[src/rtl/uart_rx_fifo.sv]
// uart_rx_fifo: 8N1 UART receiver feeding a small first-word-fall-through
// receive FIFO, with sticky framing-error and overrun flags.
module uart_rx_fifo #(
  parameter  int CLK_DIV    = 16,
  parameter  int FIFO_DEPTH = 4,
  localparam int CNT_W      = $clog2(FIFO_DEPTH) + 1
) (
  input  logic             clk,
  input  logic             rst_n,
  input  logic             ena,
  input  logic             rx,
  input  logic             rd_en,
  input  logic             clr_err,
  output logic [7:0]       rd_data,
  output logic             rd_valid,
  output logic [CNT_W-1:0] fifo_count,
  output logic             frame_err,
  output logic             overrun
);

  localparam int BAUD_W = $clog2(CLK_DIV);
  localparam int PTR_W  = $clog2(FIFO_DEPTH);

  localparam logic [BAUD_W-1:0] BAUD_FULL = BAUD_W'(CLK_DIV - 1);
  localparam logic [BAUD_W-1:0] BAUD_HALF = BAUD_W'(CLK_DIV / 2 - 1);

  typedef enum logic [2:0] {
    S_IDLE,
    S_START,
    S_DATA,
    S_STOP,
    S_WAIT_HIGH
  } state_e;

  logic              rx_meta_q, rx_sync_q;
  state_e            state_q;
  logic [BAUD_W-1:0] baud_q;
  logic [2:0]        bit_q;
  logic [7:0]        shift_q;

  logic [7:0]        mem_q [FIFO_DEPTH];
  logic [PTR_W-1:0]  wr_ptr_q, rd_ptr_q;
  logic [CNT_W-1:0]  count_q, count_d;
  logic              frame_err_q, overrun_q;

  logic stop_sample, push, frame_evt, pop, full, wr_en, ovr_evt;

  // Two-flop synchroniser; resets to the idle-high line level.
  // NOTE: sequential blocks use non-blocking (<=) so every flop samples
  // pre-edge values regardless of block ordering.
  always_ff @(posedge clk or negedge rst_n) begin
    if (!rst_n) begin
      rx_meta_q <= 1'b1;
      rx_sync_q <= 1'b1;
    end else begin
      rx_meta_q <= rx;
      rx_sync_q <= rx_meta_q;
    end
  end

  // Deframing FSM: counts baud ticks down to each mid-bit sample point.
  always_ff @(posedge clk or negedge rst_n) begin
    if (!rst_n) begin
      state_q <= S_IDLE;
      baud_q  <= '0;
      bit_q   <= '0;
      shift_q <= '0;
    end else if (!ena) begin
      state_q <= S_IDLE;
      baud_q  <= '0;
      bit_q   <= '0;
    end else begin
      case (state_q)
        S_IDLE: begin
          if (!rx_sync_q) begin
            state_q <= S_START;
            baud_q  <= BAUD_HALF;
          end
        end
        S_START: begin
          if (baud_q == '0) begin
            if (!rx_sync_q) begin
              state_q <= S_DATA;
              baud_q  <= BAUD_FULL;
              bit_q   <= '0;
            end else begin
              state_q <= S_IDLE;  // glitch shorter than half a bit
            end
          end else begin
            baud_q <= baud_q - BAUD_W'(1);
          end
        end
        S_DATA: begin
          if (baud_q == '0) begin
            shift_q <= {rx_sync_q, shift_q[7:1]};
            baud_q  <= BAUD_FULL;
            if (bit_q == 3'd7) state_q <= S_STOP;
            else               bit_q   <= bit_q + 3'd1;
          end else begin
            baud_q <= baud_q - BAUD_W'(1);
          end
        end
        S_STOP: begin
          if (baud_q == '0) state_q <= rx_sync_q ? S_IDLE : S_WAIT_HIGH;
          else              baud_q  <= baud_q - BAUD_W'(1);
        end
        S_WAIT_HIGH: begin
          if (rx_sync_q) state_q <= S_IDLE;
        end
        default: state_q <= S_IDLE;
      endcase
    end
  end

  assign stop_sample = ena && (state_q == S_STOP) && (baud_q == '0);
  assign push        = stop_sample && rx_sync_q;
  assign frame_evt   = stop_sample && !rx_sync_q;

  assign full    = (count_q == CNT_W'(FIFO_DEPTH));
  assign pop     = rd_en && (count_q != '0);
  assign wr_en   = push && (!full || pop);
  assign ovr_evt = push && full && !pop;

  // Next occupancy from the accepted write/read pair.
  // NOTE: always_comb assigns a default first so no path leaves count_d
  // unassigned, which would otherwise infer a latch.
  always_comb begin
    count_d = count_q;
    case ({wr_en, pop})
      2'b10:   count_d = count_q + CNT_W'(1);
      2'b01:   count_d = count_q - CNT_W'(1);
      default: count_d = count_q;
    endcase
  end

  // FIFO storage write port.
  // NOTE: the data array has no reset; empty entries are never visible
  // because rd_data is forced to zero while the FIFO is empty.
  always_ff @(posedge clk) begin
    if (wr_en) mem_q[wr_ptr_q] <= shift_q;
  end

  // FIFO pointers and occupancy; pointers wrap naturally at PTR_W bits.
  always_ff @(posedge clk or negedge rst_n) begin
    if (!rst_n) begin
      wr_ptr_q <= '0;
      rd_ptr_q <= '0;
      count_q  <= '0;
    end else begin
      if (wr_en) wr_ptr_q <= wr_ptr_q + PTR_W'(1);
      if (pop)   rd_ptr_q <= rd_ptr_q + PTR_W'(1);
      count_q <= count_d;
    end
  end

  // Sticky error flags; a new event in the clearing cycle wins.
  always_ff @(posedge clk or negedge rst_n) begin
    if (!rst_n) begin
      frame_err_q <= 1'b0;
      overrun_q   <= 1'b0;
    end else begin
      frame_err_q <= frame_evt | (frame_err_q & ~clr_err);
      overrun_q   <= ovr_evt   | (overrun_q   & ~clr_err);
    end
  end

  assign rd_valid   = (count_q != '0);
  assign rd_data    = rd_valid ? mem_q[rd_ptr_q] : 8'h00;
  assign fifo_count = count_q;
  assign frame_err  = frame_err_q;
  assign overrun    = overrun_q;

endmodule

[config.mk]
export PLATFORM = sky130hd
export DESIGN_NAME = uart_rx_fifo
export DESIGN_NICKNAME = d
export VERILOG_FILES = /design/src/rtl/uart_rx_fifo.sv
export SDC_FILE = /design/constraint.sdc
export NUM_CORES = 1
export LEC_CHECK = 0
export CORE_ASPECT_RATIO = 1.5
export CORE_UTILIZATION = 55
export CTS_BUF_LIST = sky130_fd_sc_hd__clkbuf_8 sky130_fd_sc_hd__clkbuf_16
export DETAILED_ROUTE_END_ITERATION = 8
export GPL_TIMING_DRIVEN = 1
export PLACE_DENSITY = 0.77
export SLEW_MARGIN = 0
export SYNTH_ARGS = -nofsm -noshare
export SYNTH_HDL_FRONTEND = slang
export SYNTH_SLANG_ARGS = --single-unit
[constraint.sdc]
create_clock -name clk -period 2.6 [get_ports clk]
set_input_delay 0.39 -clock clk [delete_from_list [all_inputs] [get_ports clk]]
set_output_delay 0.39 -clock clk [all_outputs]
set_load 0.02 [all_outputs]
==> impl_metrics.env <==
export IMPL_cts_root_buf="clkbuf_8"
export IMPL_die_h_um=90.6
export IMPL_clkTransAtPathRegs_ns=0.07
export IMPL_place_congestion=0.815
export IMPL_path_buf_inv=2
export IMPL_p_per_area_mw_per_mm2=910
export IMPL_drt_first_pass_iters=4
export IMPL_hold_depth=0
export IMPL_syn_instance_count=214
export IMPL_clk_path_buf_depth=2
export IMPL_crit_start="rd_ptr_q[0]"
export IMPL_worst_path_max_delay_cell="clkdlybuf4s50_1"
export IMPL_drt_wl_total_um=5090
export IMPL_diodes=0
export IMPL_ff_latch_area_sq_mm=0.00169
export IMPL_power_leakage_nw=1.33
export IMPL_combPwrFrac=0.300
export IMPL_syn_area_per_cell_sq_um=13.4
export IMPL_area_growth_pct=17.0
export IMPL_drt_first_iter_violations=89
export IMPL_core_area_sq_mm=0.00493
export IMPL_ys_seq_elements=61
export IMPL_hold_start="rx_meta_q"
export IMPL_drv_cap=0
export IMPL_synth_flop_cell="edfxtp_1"
export IMPL_antenna_found_initial=0
export IMPL_setup_tns_ns=0
export IMPL_fill_cells=370
export IMPL_irDropWorstVdd_mv=0.502
export IMPL_clk_insertion_delay_late_ns=0.34
export IMPL_clock_fmax_ghz=0.400
export IMPL_swShare=0.315
export IMPL_crit_required_ns=2.21
export IMPL_synthDominantCellAreaShare=0.334
export IMPL_r2r_start="baud_q[0]"
export IMPL_synthArstFlopShare=0.475
export IMPL_grt_pass1_vias=1746
export IMPL_slew_headroom=0.709
export IMPL_synth_top_cell_by_area="edfxtp_1"
export IMPL_cts_tree="done"
export IMPL_yosysWarnings=0
export IMPL_worst_pin_slew_ns=0.425
export IMPL_multi_input_area_sq_mm=0.00109
export IMPL_final_nets=254
export IMPL_fin_worst_skew_ns=0.00964
export IMPL_setup_viol=0
export IMPL_io_buffers=19
export IMPL_placement_rows=31
export IMPL_track_usage=0.212
export IMPL_post_route_min_period_ns=2.50
export IMPL_grt_pass1_wl_um=8200
export IMPL_final_layout_size_suffix_gt1_frac=0.230
export IMPL_end_kind="primary output"
export IMPL_internal_power_mw=2.10
export IMPL_slew_violations=0
export IMPL_netlist_top_cells_count="edfxtp_1 (32), dfrtp_1 (27), inv_1 (14)"
export IMPL_grt_max_degree=30
export IMPL_path_depth=4
export IMPL_rr_worst_depth=10
export IMPL_chipWidth_um=61.1
export IMPL_drc=0
export IMPL_hold_buffers=0
export IMPL_p_clk_frac=0.304
export IMPL_initial_utilization=0.584
export IMPL_synth_fp_nets=229
export IMPL_seqPwrFrac=0.396
export IMPL_wl_per_cell_um=16.4
export IMPL_crit_fanout=10
export IMPL_status="finished clean"
export IMPL_path_delay_family="buffers and inverters"
export IMPL_grt_setup_unrepaired="no"
export IMPL_ys_seq_area_frac=0.587
export IMPL_synth_area_sq_mm=0.00288
export IMPL_viasPerCell=5.70
export IMPL_hold_viol=0
export IMPL_min_period_over_period=0.962
export IMPL_die_area_sq_mm=0.00553
export IMPL_place_hpwl_um=3490
export IMPL_crit_type="reg -> out"
export IMPL_p_switching_mw=0.965
export IMPL_numCtsBuffers=9
export IMPL_ys_types=54
export IMPL_start_kind="flip-flop"
export IMPL_path_cells="buf_4 -> mux4_2 -> and2_1 -> clkdlybuf4s50_1"
export IMPL_hold_class="reg -> reg"
export IMPL_clock_sinks=61
export IMPL_synth_edff_count=32
export IMPL_vias=1767
export IMPL_synth_area_leaders="edfxtp_1 (33%), dfrtp_1 (23%), mux4_2 (6.3%), mux2_2 (3.9%), ha_1 (3.5%)"
export IMPL_drt_antenna_violating_nets=0
export IMPL_grt_remaining_overflow=0
export IMPL_ios=20
export IMPL_critPathMaxStageDelay_ns=0.53
export IMPL_cp_arrival_ns=2.11
export IMPL_cts_max_level=3
export IMPL_synth_most_common_cell="edfxtp_1"
export IMPL_final_core_util=0.683
-- routing by layer --
metal | routed length (um) | global-route usage
met1 | 1980 | 0.238
met2 | 2820 | 0.354
met3 | 178 | 0.0645
met4 | 114 | 0.0966
met5 | 0 | 0
-- cell families (layout without fill, tap and decap cells) --
family,count (synthesis),after routing,synth area share
buffers and inverters,24,54,0.0352
DFF,61,61,0.587
adders and majority gates,9,9,0.0417
and+or+nand+nor,60,60,0.123
muxes,19,19,0.105
xor gates and xnor gates,4,4,0.0122
AOI/OAI and AO/OA,37,37,0.0957
-- layout make-up --
| cell class | count | area share |
|---|---|---|
| sequential | 61 | 0.502 |
| clock inverter | 7 | 0.0290 |
| tap | 66 | 0.0245 |
| clock buffer | 9 | 0.0368 |
| multi-input combinational | 129 | 0.325 |
| inverter | 14 | 0.0156 |
| timing repair buffer | 24 | 0.0677 |
-- metrics by stage --
step	setup slack, ns	instances	instance area, sq um	hold slack, ns	power (mW)
finish	0.0985	310	3370	0.371	3.06
CTS	0.0364	310	3360	0.370	3.08
global route	0.00367	310	3370	0.369	3.23
floorplan	0.444	214	2880	0.0944	1.84
detailed placement	0.200	294	3140	0.358	2.15
global placement	0.256	294	3140	0.346	2.13
-- power groups by stage --
stage,clock network (mW),logic (mW),registers (mW)
2_1_floorplan,0,0.664,1.18
3_3_place_gp,0,0.898,1.23
3_5_place_dp,0,0.919,1.23
4_1_cts,0.944,0.923,1.21
5_1_grt,0.986,1.02,1.22
6_report,0.931,0.920,1.21
-- state kept, by name (all words and copies together) (netlist names) --
register / flops
rx_meta_q: 1
shift_q: 8
bit_q: 3
state_q: 3
frame_err: 1
overrun: 1
rx_sync_q: 1
baud_q: 4
rd_ptr_q: 2
fifo_count: 3
mem_q: 32
wr_ptr_q: 2
-- cells in the final DEF (no fill, tap or decap), types with 3 or more instances in the layout --
cell type,n
a21oi_1,9
and2_1,8
and3_2,4
buf_4,5
clkbuf_8,9
clkdlybuf4s50_1,19
dfrtp_1,27
edfxtp_1,32
ha_1,8
inv_1,14
mux2_2,10
mux4_2,8
nand2_1,10
nand3_1,6
nor2_1,9
nor2b_1,3
nor3_1,3
o21ai_0,4
xnor2_1,4
-- path summary, 6_finish.rpt --
kind,end,slack [ns]
max in group asynchronous,rx_sync_q,1.86
min reg2reg,rx_sync_q,0.37
min,rx_sync_q,0.37
max,rd_data[2],0.1
max reg2reg,fifo_count[2],0.37
min in group asynchronous,baud_q[2],0.42
-- timing repair --
item                                    in CTS  in global routing
endpoints found under the setup margin       0                  6
buffers inserted                             0                  0
resized for setup                            0                  1
No activity file was read; power rests on OpenSTA's default activity.
